## src/rtl/bat_pkg.sv

```systemverilog
// Shared constants for the bat register file slice.
// Register indices and default word width.
package bat_pkg;

    localparam int REG_A    = 0;
    localparam int REG_B    = 1;
    localparam int REG_OUT  = 7;
    localparam int NUM_REGS = 8;
    localparam int WORD_W   = 8;

endpackage

```

## src/rtl/bat_out_fifo.sv

```systemverilog
// Output FIFO fed by updates of the OUT register.
// Registered level, wrapping pointers, sticky overflow.
module bat_out_fifo #(
    parameter int WIDTH = 8,
    parameter int DEPTH = 4
) (
    input  logic                     CLK,
    input  logic                     RST,
    input  logic                     i_push,
    input  logic [WIDTH-1:0]         i_push_data,
    input  logic                     i_pop,
    output logic [WIDTH-1:0]         o_data,
    output logic [$clog2(DEPTH):0]   o_level,
    output logic                     o_full,
    output logic                     o_empty,
    output logic                     o_overflow
);

    localparam int AW = $clog2(DEPTH);
    localparam int LW = AW + 1;

    logic [WIDTH-1:0] r_mem [DEPTH];
    logic [AW-1:0]    r_wr_ptr;
    logic [AW-1:0]    r_rd_ptr;
    logic [LW-1:0]    r_level;
    logic             r_overflow;

    logic w_pop;
    logic w_push_ok;
    logic w_drop;

    assign o_empty    = (r_level == '0);
    assign o_full     = (r_level == LW'(DEPTH));
    assign w_pop      = i_pop & ~o_empty;
    assign w_push_ok  = i_push & (~o_full | w_pop);
    assign w_drop     = i_push & o_full & ~w_pop;
    assign o_data     = o_empty ? '0 : r_mem[r_rd_ptr];
    assign o_level    = r_level;
    assign o_overflow = r_overflow;

    // Storage write; contents need no reset since pointers gate visibility.
    always_ff @(posedge CLK) begin
        if (w_push_ok) begin
            r_mem[r_wr_ptr] <= i_push_data;
        end
    end

    // Pointers, occupancy and sticky overflow flag.
    always_ff @(posedge CLK or posedge RST) begin
        if (RST) begin
            r_wr_ptr   <= '0;
            r_rd_ptr   <= '0;
            r_level    <= '0;
            r_overflow <= 1'b0;
        end else begin
            if (w_push_ok) begin
                r_wr_ptr <= r_wr_ptr + AW'(1);
            end
            if (w_pop) begin
                r_rd_ptr <= r_rd_ptr + AW'(1);
            end
            if (w_push_ok && !w_pop) begin
                r_level <= r_level + LW'(1);
            end else if (!w_push_ok && w_pop) begin
                r_level <= r_level - LW'(1);
            end
            if (w_drop) begin
                r_overflow <= 1'b1;
            end
        end
    end

endmodule

```

## src/rtl/bat_register_file.sv

```systemverilog
// General register file driven by per-register strobes.
// Lowest-index reader owns the bus; OUT updates feed a FIFO.
module bat_register_file
    import bat_pkg::*;
#(
    parameter int WIDTH     = WORD_W,
    parameter int OUT_DEPTH = 4,
    parameter int OUT_IDX   = REG_OUT
) (
    input  logic                        CLK,
    input  logic                        RST,
    input  logic [NUM_REGS-1:0]         REGS_INC,
    input  logic [NUM_REGS-1:0]         REGS_RW,
    input  logic [NUM_REGS-1:0]         REGS_EN,
    input  logic [WIDTH-1:0]            BUS_IN,
    output logic [WIDTH-1:0]            BUS_OUT,
    output logic                        BUS_OE,
    output logic [WIDTH-1:0]            ALU_A,
    output logic [WIDTH-1:0]            ALU_B,
    output logic [WIDTH-1:0]            OUT_DATA,
    output logic                        OUT_VALID,
    input  logic                        OUT_READY,
    output logic [$clog2(OUT_DEPTH):0]  OUT_LEVEL,
    output logic                        ERR_CONFLICT,
    output logic                        ERR_OVERFLOW
);

    logic [WIDTH-1:0]    r_regs [NUM_REGS];
    logic                r_err_conflict;

    logic [NUM_REGS-1:0] w_rd;
    logic [NUM_REGS-1:0] w_wr;
    logic                w_conflict;
    logic [WIDTH-1:0]    w_bus;
    logic                w_push;
    logic [WIDTH-1:0]    w_out_next;
    logic                w_full;
    logic                w_empty;

    assign w_rd       = REGS_EN & REGS_RW;
    assign w_wr       = REGS_EN & ~REGS_RW;
    assign w_conflict = |(w_rd & (w_rd - NUM_REGS'(1)));

    // Read mux: scan downward so the lowest-index reader ends up on the bus.
    always_comb begin
        w_bus = '0;
        for (int i = NUM_REGS - 1; i >= 0; i--) begin
            if (w_rd[i]) begin
                w_bus = r_regs[i];
            end
        end
    end

    assign BUS_OUT = w_bus;
    assign BUS_OE  = |w_rd;
    assign ALU_A   = r_regs[REG_A];
    assign ALU_B   = r_regs[REG_B];

    // Value OUT will hold after this edge; write beats increment.
    assign w_push     = w_wr[OUT_IDX] | REGS_INC[OUT_IDX];
    assign w_out_next = w_wr[OUT_IDX] ? BUS_IN
                                      : r_regs[OUT_IDX] + WIDTH'(1);

    // Register array update: write has priority, increment wraps.
    always_ff @(posedge CLK or posedge RST) begin
        if (RST) begin
            for (int i = 0; i < NUM_REGS; i++) begin
                r_regs[i] <= '0;
            end
        end else begin
            for (int i = 0; i < NUM_REGS; i++) begin
                if (w_wr[i]) begin
                    r_regs[i] <= BUS_IN;
                end else if (REGS_INC[i]) begin
                    r_regs[i] <= r_regs[i] + WIDTH'(1);
                end
            end
        end
    end

    // Sticky read-conflict flag.
    always_ff @(posedge CLK or posedge RST) begin
        if (RST) begin
            r_err_conflict <= 1'b0;
        end else if (w_conflict) begin
            r_err_conflict <= 1'b1;
        end
    end

    assign ERR_CONFLICT = r_err_conflict;

    bat_out_fifo #(
        .WIDTH (WIDTH),
        .DEPTH (OUT_DEPTH)
    ) u_out_fifo (
        .CLK         (CLK),
        .RST         (RST),
        .i_push      (w_push),
        .i_push_data (w_out_next),
        .i_pop       (OUT_READY),
        .o_data      (OUT_DATA),
        .o_level     (OUT_LEVEL),
        .o_full      (w_full),
        .o_empty     (w_empty),
        .o_overflow  (ERR_OVERFLOW)
    );

    assign OUT_VALID = ~w_empty;

endmodule
```

## config.mk

```make
export PLATFORM = sky130hd
export DESIGN_NAME = bat_register_file
export DESIGN_NICKNAME = d
export VERILOG_FILES = /design/src/rtl/bat_pkg.sv /design/src/rtl/bat_out_fifo.sv /design/src/rtl/bat_register_file.sv
export SDC_FILE = /design/constraint.sdc
export NUM_CORES = 1
export LEC_CHECK = 0
export BUFFER_PORTS_ARGS = -buffer_cell sky130_fd_sc_hd__buf_2
export CORE_MARGIN = 5
export CORE_UTILIZATION = 40
export DETAILED_ROUTE_END_ITERATION = 6
export GPL_TIMING_DRIVEN = 1
export SLEW_MARGIN = 25
export SYNTH_ARGS = -nofsm -noshare
export SYNTH_HDL_FRONTEND = slang
export SYNTH_SLANG_ARGS = --single-unit
```

## constraint.sdc

```tcl
create_clock -name CLK -period 3.15 [get_ports CLK]
set_clock_uncertainty 0.1 [all_clocks]
set_input_delay 0.63 -clock CLK [delete_from_list [all_inputs] [get_ports CLK]]
set_output_delay 0.63 -clock CLK [all_outputs]
set_load 0.005 [all_outputs]
```

After elaboration in Yosys (flattened, before gate mapping)
Memory sizes are Yosys's and may differ from the RTL's.
Index checks and enable logic that the tools add are counted.
- $add $sub $neg: 13
- equality and inequality tests: 1
- muxes and demuxes: 30
- bitwise gates (word level): 13
- reduce and logical (&&, ||, !) cells: 16
- operators by type and width (kind ; count):
    $mux 8 ; 26
    $add 8x1->8 const B ; 8
    $and 8x8->8 ; 3
    $reduce_bool 2->1 ; 9
    $reduce_or 8->1 ; 2
    $not 8->8 ; 1
    $sub 8x1->8 const B ; 1
    $mux 3 ; 2
    $add 2x1->2 const B ; 2
    $and 1x1->1 ; 4
    $add 3x1->3 const B ; 1
    $eq 3x3->1 const B ; 1
    $logic_not 3->1 ; 1
    $not 1->1 ; 3
    $sub 3x1->3 const B ; 1
    $logic_and 1x1->1 ; 2
    $logic_not 1->1 ; 2
    $mux 1 ; 2
    $or 1x1->1 ; 2
- flip-flop bits (word level): 73
- RAM bits: 32
- output and inout port bits: 39
- memories kept: 1
- memory list (name ; depth ; width ; rd ports ; clocked after Yosys merged registers in ; wr ports ; RTL line ; RTL):
    u_out_fifo.r_mem ; 4 ; 8 ; 1 ; 0 ; 1 ; bat_out_fifo.sv:22 ; logic [WIDTH-1:0] r_mem [DEPTH];

Depth between registers and ports, before layout
- depth after elaboration: 9
- gate-level depth with buffers: 9
- gate-level depth less buffers: 9

By module
A second synthesis with hierarchy kept.
- cells, all modules: 605
- area, all modules: 6049.6 µm²
- modules (own cells, without submodules) (module ; instances ; cells an instance ; area each (µm²) ; seq. area each (µm²)):
    bat_register_file ; 1 ; 515 ; 4346.7 ; 1626.6
    bat_out_fifo ; 1 ; 90 ; 1702.9 ; 1161.1

Worst setup path after synthesis
No wires, ideal clock.
- path type: input-to-reg
- from: in REGS_RW[7]
- to: reg u_out_fifo.r_level[2] (netlist: u_out_fifo.o_level[2])
- arrival time: 2.080 ns
- data required time: 2.971 ns
- setup slack: 0.890 ns
- stages on the path: 9
- cells stage by stage: nand2b_4 > and2_1 > nor2_4 > ha_1 > inv_1 > fa_1 > xor2_1 > nor2_1 > xor2_1
- longest elaborated chain between the ends: 7
- RTL lines (item ; RTL line ; RTL):
    from (decl) ; bat_register_file.sv:13 ; input logic [NUM_REGS-1:0] REGS_RW,
    $not 8->8 * ; bat_register_file.sv:41 ; assign w_wr = REGS_EN & ~REGS_RW;
    $and 8x8->8 * ; bat_register_file.sv:41 ;
    $or 1x1->1 * ; bat_register_file.sv:60 ; assign w_push = w_wr[OUT_IDX] | REGS_INC[OUT_IDX];
    $and 1x1->1 * ; bat_out_fifo.sv:35 ; assign w_push_ok = i_push & (~o_full | w_pop);
    named net u_out_fifo.w_push_ok ; bat_out_fifo.sv:29 ; logic w_push_ok;
    $logic_not 1->1 ; bat_out_fifo.sv:64 ; end else if (!w_push_ok && w_pop) begin
    $logic_and 1x1->1 ; bat_out_fifo.sv:64 ;
    $reduce_bool 2->1 (no source line) ; n/a ;
    to (signal assigned) ; bat_out_fifo.sv:63 ; r_level <= r_level + LW'(1);
    to (signal assigned) ; bat_out_fifo.sv:65 ; r_level <= r_level - LW'(1);
    to (decl) ; bat_out_fifo.sv:25 ; logic [LW-1:0] r_level;
The timed path passes the listed nets; every way through them passes the cells marked *.
A chain may end at the register's enable or synchronous reset.

Worst setup path in the final report
- from: reg u_out_fifo.r_rd_ptr[0]
- to: out OUT_DATA[2]
- longest elaborated chain between the ends: 2
- RTL lines (item ; RTL line ; RTL):
    from (decl) ; bat_out_fifo.sv:24 ; logic [AW-1:0] r_rd_ptr;
    from (signal assigned) ; bat_out_fifo.sv:60 ; r_rd_ptr <= r_rd_ptr + AW'(1);
    $mem_v2 4x8 ; n/a ;
    $mux 8 ; bat_out_fifo.sv:37 ; assign o_data = o_empty ? '0 : r_mem[r_rd_ptr];
    to (decl) ; bat_register_file.sv:20 ; output logic [WIDTH-1:0] OUT_DATA,
No other way between the ends.

==> metrics.cfg <==
[cells_and_area]
area_growth_pct=10.3
regArea_mm2=0.00279
fin_cells=839
antenna_cells=0
layout_commonest_cell=nand2_1
fin_nets=695
mostFrequentLayoutCells=nand2_1, dfrtp_1, buf_2
drive_above_1_share_pct=18.6
finalCoreUtilization_pct=44.6
fillers=1438
multi_input_area_mm2=0.00293

[floorplan]
fp-row-count=45
core_mm2=0.0151
fp.dieW_um=133
dieArea_mm2=0.0178
pin_count=74
die_height_um=133
start_util_pct=40.4

[logic_synthesis]
yosysSeqAreaShare_pct=45.7
syn_area_per_cell_um2=10.0
synth_area_mm2=0.00610
netlist-cell-type-count=48
synth_cells=608
async_reset_ff_share_pct=69.5
syn_nets=657
synth_seq_cells=105
ys.flop_type=dfrtp_1
ys_warn_count=0
synth_edf_count=32

[flow_run]
drv_cap=0

[power]
ir_drop_mv=0.303
fin_total_pwr_mw=5.08
p_leak_nw=2.72
power_density_mw_per_mm2=754

[critical_path]
end_kind=output pin
reg2reg_from=u_out_fifo.o_level[0]
critPathLaunchType=flop
r2r_end=u_out_fifo.o_level[2]
required_ns=2.42
reg2reg_depth=8
critPathMaxFanout=10
crit_path_start=u_out_fifo.r_rd_ptr[0]
r2r_setup_slack_ns=0.61
crit_end=OUT_DATA[2]
crit_arrival_ns=1.95
path_class=reg2out

[sta]
finalHoldViolations=0
worst_hold_slack_ns=0.250
slew_violations=0
final-setup-viol-count=0
finalSetupTns_ns=0
timing.final.crit_share_pct=85.0
min_period_ns=2.68
grt_setup_unrepaired=no
relSlewSlack_pct=32.4
worst_pin_slew_ns=1.01
max_freq_mhz=374

[routing]
wl_per_cell_um=17.9
detail_route.drc_violations=0
firstDrtPassIters=5
viasPerCell=5.40
wl_met2_mm=6.82
wl_met3_um=743
antenna_left=0
via_count=4528
first_iter_violations=398
totalWireLength_mm=15.0
wl_met1_mm=7.19
dr.max_layer_used=met4

[clock_network]
insertion_delay_ns=0.35
cts_num_sinks=105
path_clk_slew_ns=0.07
clockBufferDepth=2
cts_buffers=9
cts-htree-levels=3
hold_buffers=0
clock-root-buffer=clkbuf_16
ctsResizeCount=0
cts_tree=built
cts_setup_buffers=0

[global_route]
antenna_found_initial=0
grt_usage_pct=17.3
grt_pass1_vias=4501
grt_max_degree=29
overflow=0
grt_pass1_wl_mm=24.2

[place]
gp_congestion=0.882
place_hpwl_mm=11.0
port_buffers=73
placed_cells_incl_taps=823

[worst_hold_path]
min_path_type=in2async

[status]
status=completed

## logic make-up (layout without fill, tap and decap cells)
| group | count (synthesis) | after routing | synth area share (%) |
|---|---|---|---|
| simple gates | 214 | 214 | 18.1 |
| mux | 19 | 19 | 5.03 |
| xor+xnor | 67 | 67 | 9.62 |
| compound gates | 124 | 124 | 12.0 |
| flops | 105 | 105 | 45.7 |
| buf+inv | 64 | 107 | 6.30 |
| fa+ha+maj | 15 | 15 | 3.18 |
## metal layers
layer,global-route usage [%],vias to the layer above
met3,2.95,16
met1,24.3,2189
li1,-,2211
met2,27.3,112
met4,5.31,0
met5,0,-
## worst min-delay path by stage
stage                     startpoint                    end
3_5_place_dp   u_out_fifo.o_overflow  u_out_fifo.o_overflow
3_3_place_gp   u_out_fifo.o_overflow  u_out_fifo.o_overflow
2_1_floorplan  u_out_fifo.o_overflow  u_out_fifo.o_overflow
4_1_cts                          RST             r_regs[30]
5_1_grt                          RST             r_regs[30]
6_report                         RST             r_regs[30]
## worst max-delay path, cell delays in order (launching register included)
cell and delay, ns:
dfrtp_1 0.70, mux4_1 0.62, and2_1 0.16, buf_2 0.12
## cells in the mapped netlist (9+ instances only)
| library cell | instances | area share (%) |
|---|---|---|
| buf_2 | 17 | 1.4 |
| or3_1 | 9 | 0.92 |
| and3_1 | 15 | 1.5 |
| xor2_1 | 39 | 5.6 |
| dfrtp_1 | 73 | 30 |
| xnor2_1 | 28 | 4.0 |
| o21ai_0 | 63 | 5.2 |
| nand2_1 | 96 | 5.9 |
| o21ai_1 | 9 | 0.74 |
| a21oi_1 | 15 | 1.2 |
| inv_1 | 12 | 0.74 |
| nor2_1 | 14 | 0.86 |
| buf_4 | 26 | 3.2 |
| nand4_1 | 25 | 2.6 |
| ha_1 | 13 | 2.7 |
| and2_1 | 16 | 1.6 |
| nand3_1 | 18 | 1.5 |
| edfxtp_1 | 32 | 16 |
## metrics by stage
step	setup WS [ns]	instance area (um2)
2_1_floorplan	0.567	6100
3_3_place_gp	0.555	6400
3_5_place_dp	0.388	6400
4_1_cts	0.401	6730
5_1_grt	0.319	6730
6_report	0.473	6730
## power breakdown
group | internal [mW] | total [mW] | switching [mW] | leakage (nW)
clock | 0.711 | 1.23 | 0.523 | 0.157
sequential | 1.86 | 2.31 | 0.449 | 1.16
combinational | 0.759 | 1.53 | 0.772 | 1.40
total | 3.33 | 5.08 | 1.74 | 2.72
## layout make-up
type,count,area share [%]
clock buffer,10,3.40
clock inverter,6,1.47
inverter,13,0.725
multi-input combinational,439,43.5
sequential,105,41.4
tap,188,3.50
timing repair buffer,78,5.99
## registers in the layout (all words and copies together) (netlist names)
signal,cells
ALU_B,8
r_regs,48
u_out_fifo.o_level,3
u_out_fifo.r_wr_ptr,2
u_out_fifo.r_mem,32
u_out_fifo.o_overflow,1
ALU_A,8
ERR_CONFLICT,1
u_out_fifo.r_rd_ptr,2
No activity file was read; power rests on OpenSTA's default activity.
